**src/rtl/sysctrl_gen.sv**
```systemverilog
`default_nettype none
// ============================================================================
//  Module   : sysctrl_gen
//  Purpose  : MCU system-control endpoint. Decodes framed SPI bytes into
//             status/LED/colour/config/interrupt commands. Define
//             SYSCTRL_GEN_READBACK_EN to enable cmd 7 config readback.
//  Revision : 1.0 - initial release
// ============================================================================
module sysctrl_gen #(
  parameter logic [7:0]         CORE_ID  = 8'h03,
  parameter int                 NVARS    = 26,
  parameter logic [NVARS*8-1:0] CFG_INIT = '0,
  parameter int                 INT_W    = 8
) (
  input  logic               clk,
  input  logic               reset_n,
  input  logic               data_in_strobe,
  input  logic               data_in_start,
  input  logic [7:0]         data_in,
  output logic [7:0]         data_out,
  output logic               int_out_n,
  input  logic [INT_W-2:0]   int_in,
  input  logic [1:0]         buttons,
  output logic [1:0]         leds,
  output logic [23:0]        color,
  output logic [NVARS*8-1:0] cfg,
  output logic [NVARS-1:0]   cfg_wr
);

  localparam logic [7:0] c_id_base = 8'h41;
  localparam logic [3:0] c_st_max  = 4'd15;

  logic [7:0]       r_cmd;
  logic [3:0]       r_st;
  logic [7:0]       r_id;
  logic [7:0]       r_data_out;
  logic [1:0]       r_leds;
  logic [23:0]      r_color;
  logic [7:0]       r_cfg [NVARS];
  logic [NVARS-1:0] r_cfg_wr;
  logic [INT_W-1:0] r_pending;
  logic [INT_W-1:0] r_mask;
  logic [INT_W-2:0] r_int_prev;

  logic             w_exec;
  logic [7:0]       w_rev;
  logic [NVARS-1:0] w_hit;
  logic [INT_W-1:0] w_set;
  logic [INT_W-1:0] w_ack;

  assign w_exec = data_in_strobe & ~data_in_start & (r_st != 4'd0);
  assign w_set  = {int_in & ~r_int_prev, 1'b0};
  assign w_ack  = (w_exec && r_cmd == 8'd5 && r_st == 4'd1) ? data_in[INT_W-1:0] : '0;

  always_comb begin
    w_rev = '0;
    for (int b = 0; b < 8; b++) begin
      w_rev[b] = data_in[7-b];
    end
  end

  for (genvar k = 0; k < NVARS; k++) begin : g_var
    assign w_hit[k]        = (r_id == c_id_base + 8'(k));
    assign cfg[k*8 +: 8]   = r_cfg[k];
  end

`ifdef SYSCTRL_GEN_READBACK_EN
  logic [7:0] w_rd;

  // Out-of-range ids read back as all ones.
  always_comb begin
    w_rd = 8'hff;
    for (int k = 0; k < NVARS; k++) begin
      if (w_hit[k]) w_rd = r_cfg[k];
    end
  end
`endif

  always_ff @(posedge clk or negedge reset_n) begin
    if (!reset_n) begin
      r_cmd      <= '0;
      r_st       <= '0;
      r_id       <= '0;
      r_data_out <= '0;
      r_leds     <= '0;
      r_color    <= '0;
      r_cfg_wr   <= '0;
      r_pending  <= {{(INT_W-1){1'b0}}, 1'b1};
      r_mask     <= {{(INT_W-1){1'b0}}, 1'b1};
      r_int_prev <= '0;
      for (int k = 0; k < NVARS; k++) begin
        r_cfg[k] <= CFG_INIT[k*8 +: 8];
      end
    end else begin
      r_cfg_wr   <= '0;
      r_int_prev <= int_in;
      // A new edge on a bit being acked in the same cycle keeps it set.
      r_pending  <= (r_pending & ~w_ack) | w_set;

      if (data_in_strobe && data_in_start) begin
        r_cmd <= data_in;
        r_st  <= 4'd1;
      end else if (w_exec) begin
        if (r_st != c_st_max) r_st <= r_st + 4'd1;
        case (r_cmd)
          8'd0: begin
            case (r_st)
              4'd1:    r_data_out <= 8'h5c;
              4'd2:    r_data_out <= 8'h42;
              4'd3:    r_data_out <= CORE_ID;
              4'd4:    r_data_out <= 8'(NVARS);
              default: ;
            endcase
          end
          8'd1: begin
            if (r_st == 4'd1) r_leds <= data_in[1:0];
          end
          8'd2: begin
            case (r_st)
              4'd1:    r_color[15:8]  <= w_rev;
              4'd2:    r_color[7:0]   <= w_rev;
              4'd3:    r_color[23:16] <= w_rev;
              default: ;
            endcase
          end
          8'd3: begin
            r_data_out <= {6'b0, buttons};
          end
          8'd4: begin
            if (r_st == 4'd1) begin
              r_id <= data_in;
            end else if (r_st == 4'd2) begin
              for (int k = 0; k < NVARS; k++) begin
                if (w_hit[k]) begin
                  r_cfg[k]    <= data_in;
                  r_cfg_wr[k] <= 1'b1;
                end
              end
            end
          end
          8'd5: begin
            r_data_out <= 8'(r_pending);
          end
          8'd6: begin
            if (r_st == 4'd1) r_mask <= data_in[INT_W-1:0] | {{(INT_W-1){1'b0}}, 1'b1};
          end
`ifdef SYSCTRL_GEN_READBACK_EN
          8'd7: begin
            if (r_st == 4'd1) begin
              r_id <= data_in;
            end else begin
              r_data_out <= w_rd;
              r_id       <= r_id + 8'd1;
            end
          end
`endif
          default: ;
        endcase
      end
    end
  end

  assign data_out  = r_data_out;
  assign leds      = r_leds;
  assign color     = r_color;
  assign cfg_wr    = r_cfg_wr;
  assign int_out_n = ~|(r_pending & r_mask);

endmodule
`default_nettype wire

```
**config.mk**
```make
export PLATFORM = sky130hd
export DESIGN_NAME = sysctrl_gen
export DESIGN_NICKNAME = d
export VERILOG_FILES = /design/src/rtl/sysctrl_gen.sv
export SDC_FILE = /design/constraint.sdc
export NUM_CORES = 1
export LEC_CHECK = 0
export ABC_AREA = 1
export CORE_ASPECT_RATIO = 1.25
export CORE_MARGIN = 2
export CORE_UTILIZATION = 30
export CTS_BUF_LIST = sky130_fd_sc_hd__clkbuf_8
export DETAILED_ROUTE_END_ITERATION = 10
export MAX_ROUTING_LAYER = met4
export SYNTH_ARGS = -nofsm -noshare
export SYNTH_HDL_FRONTEND = slang
export SYNTH_SLANG_ARGS = --single-unit
export TNS_END_PERCENT = 100
```
**constraint.sdc**
```tcl
create_clock -name clk -period 1.8 [get_ports clk]
set_input_delay 0.54 -clock clk [delete_from_list [all_inputs] [get_ports clk]]
set_output_delay 0.54 -clock clk [all_outputs]
set_load 0.01 [all_outputs]
```
After elaboration in Yosys (flattened, before gate mapping)
Cells that the tools add are included.
- bits in latches: 0
- bits in writable memories: 0
- bits in registers: 310
- memories: 0
- output and inout port bits: 269
- bits in read-only memories: 0
- logic and storage cells: 169
- input bits: 21
- multiply operators: 0
- reductions and logical operators: 44
- shifts and indexed selects: 0
- equal/unequal tests: 38
- add/sub/neg operators: 1
- bitwise gates (word level): 11
- $lt $le $gt $ge: 0
- mux-type cells: 37
- divide/modulo/power cells: 0
- operator list (kind ; count):
    $eq A8 B7 Y1 const B ; 26
    $reduce_and A6 Y1 ; 26
    $mux W26 ; 5
    $pmux W8 S4 ; 1
    $reduce_and A4 Y1 ; 7
    $mux W1 ; 26
    $eq A8 B3 Y1 const B ; 3
    $pmux W8 S3 ; 1
    $and A8 B8 Y8 ; 2
    $eq A8 B2 Y1 const B ; 2
    $mux W4 ; 3
    $eq A4 B2 Y1 const B ; 2
    $eq A8 B1 Y1 const B ; 1
    $logic_not A8 Y1 ; 1
    $mux W8 ; 1
    $not A8 Y8 ; 1
    $or A8 B8 Y8 ; 1
    $reduce_or A8 Y1 ; 1
    $and A7 B7 Y7 ; 1
    $not A7 Y7 ; 1
    $ne A5 B5 Y1 const B ; 1
    $add A4 B1 Y4 const B ; 1
    $eq A4 B1 Y1 const B ; 1
    $eq A4 B3 Y1 const B ; 1
    other kinds (9) ; 15

Logic depth before layout (Yosys ltp)
- depth in word-level cells: 9
- depth in mapped cells: 10
- gate-level depth less buffers: 10

Least setup slack after synthesis
OpenSTA, ideal clock, no wires.
- kind: flip-flop to flip-flop
- start: reg r_st[0]
- end: reg r_cfg (netlist bit cfg[63])
- arrival: 1.720 ns
- clock period less this slack: 1.854 ns
- stages on the path, launching flop included: 11
- required time: 1.667 ns
- setup slack: -0.054 ns
- setup time: 0.133 ns
- buffers on the path: 2
- cell sequence: dfrtp_1 -> inv_1 -> ha_1 -> nand2_1 -> nand3_2 -> nor2_4 -> buf_6 -> nand3_4 -> buf_6 -> nand2_1 -> o21ai_0
- longest elaborated chain between the ends: 3
- elaborated cells on any way between the ends: 6
- those cells by class: eq/ne: 2; bitwise: 2; reduce/logical: 2
- ends and longest elaborated chain (item ; line ; RTL):
    start: declaration ; 34 ; logic [3:0] r_st;
    start signal: assignment ; 104 ; if (r_st != c_st_max) r_st <= r_st + 4'd1;
    $reduce_bool A4 Y1 / $eq A4 B1 Y1 (equally long branches) ; 51, 130 ;
    $and A1 B1 Y1 / $not A1 Y1 (equally long branches) ; -- ;
    $reduce_and A6 Y1 (no source line) (*) ; -- ;
    end signal: indexed assignment ; 92 ; r_cfg[k] <= CFG_INIT[k*8 +: 8];
    end signal: indexed assignment ; 135 ; r_cfg[k] <= data_in;
    end: declaration ; 39 ; logic [7:0] r_cfg [NVARS];
Mark *: on every way between the ends. The rest lies on a longest branch, timed or not.
A chain may end at the register's enable or synchronous reset.

Worst setup path in the final report
- start: reg r_mask[7]
- end: out int_out_n
- longest elaborated chain between the ends: 3
- ends and longest elaborated chain (item ; line ; RTL):
    start: declaration ; 42 ; logic [INT_W-1:0] r_mask;
    start signal: assignment ; 89 ; r_mask <= {{(INT_W-1){1'b0}}, 1'b1};
    start signal: assignment ; 145 ; if (r_st == 4'd1) r_mask <= data_in[INT_W-1:0] | {{(INT_W-1){1'b0}}, 1'b1};
    $and A8 B8 Y8 ; 167 ; assign int_out_n = ~|(r_pending & r_mask);
    $reduce_or A8 Y1 ; 167 ;
    $logic_not A1 Y1 ; 167 ;
    end: declaration ; 21 ; output logic int_out_n,
No other way between the ends.

==> impl_results.md <==
- Run status: finished with violations
- Failing checks: negative setup slack
- Vias in the first global route: 10,700
- Initial core utilization: 30.4%
- Endpoint class of the critical path: output port
- Syn avg cell area: 10.0 um2
- # IOs: 290
- Hold Crit Class: input pin to asynchronous set/reset pin
- # port buffers: 289
- Yosys Warn Count: 0
- Drt wl/cell: 20.7 um
- Clock Latency Late Sink: 650 ps
- DRC viols: 0
- Htree depth: 2
- Startpoint types: flop
- Synth Area in Simple Gates: 19.2%
- Die Y: 229 um
- Area contributors post-synth: dfrtp_1 64%, nand2_1 11%, o21ai_0 8.9%, nand3_4 3.0%, inv_1 2.3%
- Synthesis-to-finish area growth: 61.1%
- Post-synthesis register bit count: 310
- Synth Area in Adders: 0.412%
- CP arrival: 1590 ps
- Clock sinks: 310
- RePlAce Congestion: 0.840
- Clk slew on worst S/H paths: 60 ps
- Largest family of logic cells by synthesized area: simple AND/OR/NAND/NOR gates
- Die W: 184 um
- Count of maximum capacitance violations: 0
- Placed cells: 2,042
- Non-filler instance count after layout: 2,308
- Tmin final: 2130 ps
- Post-synthesis cell count: 1,210
- Worst Path Required: 1260 ps
- Setup Total Neg Slack: -22,970 ps
- Unique cell type count in the Yosys netlist: 27
- Seq/Total Area, Yosys: 63.8%
- Drt initial violations: 668
- CTS tree: yes
- DPL Wire Length: 27,100 um
- All-Layer GR Usage: 21.6%
- Full die area: 42,200 um2
- Cells on worst reg2reg path: 13
- Largest net degree at the start of global routing: 60
- Final Hold Vio Count: 0
- Leak: 9.83 nW
- Layout cell share with drive strength beyond 1: 49.7%
- Compound-Gate Fraction of Synth Area: 10.6%
- Vias/cell: 4.83
- PnR worst setup slack: -326 ps
- Max FO, Critical Path: 2
- Period Utilization, post-route: 118%
- CTS Buf Count: 53
- Site row count: 82
- CTS max path bufs: 3
- Grt ovf: 0
- Top-area cell type share of the netlist area: 63.6%
- Power density over cell area: 865 nW/um2
- Area leader, netlist: dfrtp_1
- Max-slew violation count: 0
- Final Skew: 37.1 ps
- Final #Nets: 1,781
- Pre-antenna DRT Iters: 5
- Register-to-register setup slack: -230 ps
- IR drop worst, VDD: 0.000834 V
- Clk root buf: clkbuf_8
- Initial antenna violation count: 4
- Core Area: 40,000 um2
- RSZ-0062 raised after global routing: yes
- Routed WL: 47,800 um
- Setup-failing EPs final: 216
- Xor/xnor share of the synthesized area: 0%
- Post-Syn Nets: 1,235
- Fmax: 470 MHz
- Antenna Nets Post-Route: 0
- First-pass GRT wire length: 65,900 um
- Slew @ Worst Pin: 428 ps
- Commonest non-fill, non-tap cells in the layout: 309 x dfrtp_1, 256 x buf_2, 247 x nand2_1, 150 x o21ai_1, 110 x buf_4
- Mux share of post-synthesis cell area: 0%
- Commonest non-fill, non-tap cell in the layout: dfrtp_1
- Via count: 11,200
- Post-synthesis cell area: 12,200 um2
- Relative slew slack: 71.5%
- Final hold slack: 358 ps
- CP Class: flop to output port
worst max-delay path, stage by stage, from the launching register on:
cell	delay (ps)
dfrtp_1	390
a22o_1	250
nor3_2	170
buf_2	160
layer usage:
layer | global-route usage [%] | up-vias | wire [um]
li1 | - | 5187 | -
met1 | 25.1 | 5566 | 18400
met2 | 36.8 | 317 | 25500
met3 | 4.77 | 83 | 2500
met4 | 6.88 | 0 | 1420
met5 | - | - | 0
area by class of cell:
| type | instances | area [um2] |
|---|---|---|
| multi-input cells | 802 | 5380 |
| well taps | 504 | 631 |
| clock inverters | 30 | 268 |
| diodes | 4 | 10.0 |
| repair buffers | 514 | 4290 |
| fillers | 3724 | 20400 |
| inverters | 75 | 284 |
| flip-flops and latches | 310 | 7760 |
| clock buffers | 69 | 950 |
worst paths after layout:
check                           from       endpoint
min reg2reg                 cfg[117]       cfg[117]
min                          reset_n      color[22]
min in group clk           int_in[2]  r_int_prev[2]
max reg2reg                  r_st[0]        cfg[50]
max in group asynchronous    reset_n     cfg_wr[18]
max                        r_mask[7]      int_out_n
registers in the layout, indices dropped and copies added, names as in the netlist, 8 cells and up:
signal,cells
data_out,8
r_pending,8
r_id,8
color,24
cfg_wr,26
r_cmd,8
cfg,208
logic make-up (layout without fill, tap and decap cells):
| kind of cell | count (synthesis) | count (layout) |
|---|---|---|
| and+or+nand+nor | 501 | 543 |
| other | 0 | 4 |
| AOI/OAI and AO/OA | 255 | 255 |
| DFF | 310 | 310 |
| buffers and inverters | 140 | 688 |
| adders and majority gates | 4 | 4 |
stage by stage:
step                      instance area [um2]  utilization, %  worst slack (ps)  power (mW)
after floorplan                         12200               -             0.465        8.07
after global placement                  16300            40.6              -428        9.01
after detailed placement                16300            40.6              -437        9.04
after CTS                               17800            44.6              -387        16.6
after global routing                    19600            48.9              -421        17.6
final                                   19600            48.9              -326        16.9
where the power goes:
group | total, mW | switching [mW] | internal, mW
Combinational | 2.47 | 1.45 | 1.02
Clock | 7.21 | 3.05 | 4.16
Sequential | 7.25 | 0.107 | 7.15
timing repair:
item	CTS	global route
hold buffers	1	0
pin swaps	40	125
setup buffers	69	40
gates resized for setup	1169	529
hold endpoints to repair	23	0
gates cloned	33	32
endpoints found under the setup margin	485	302
synthesized netlist by cell type (all sizes together):
master,number
inv,75
a21oi,4
clkbuf,33
a22o,2
nor3,9
o21ai,248
nand3,47
ha,4
nand3b,1
nor2,42
o211ai,1
nand2,373
buf,32
dfstp,1
nand4,29
dfrtp,309
(Power assumes the default switching activity.)
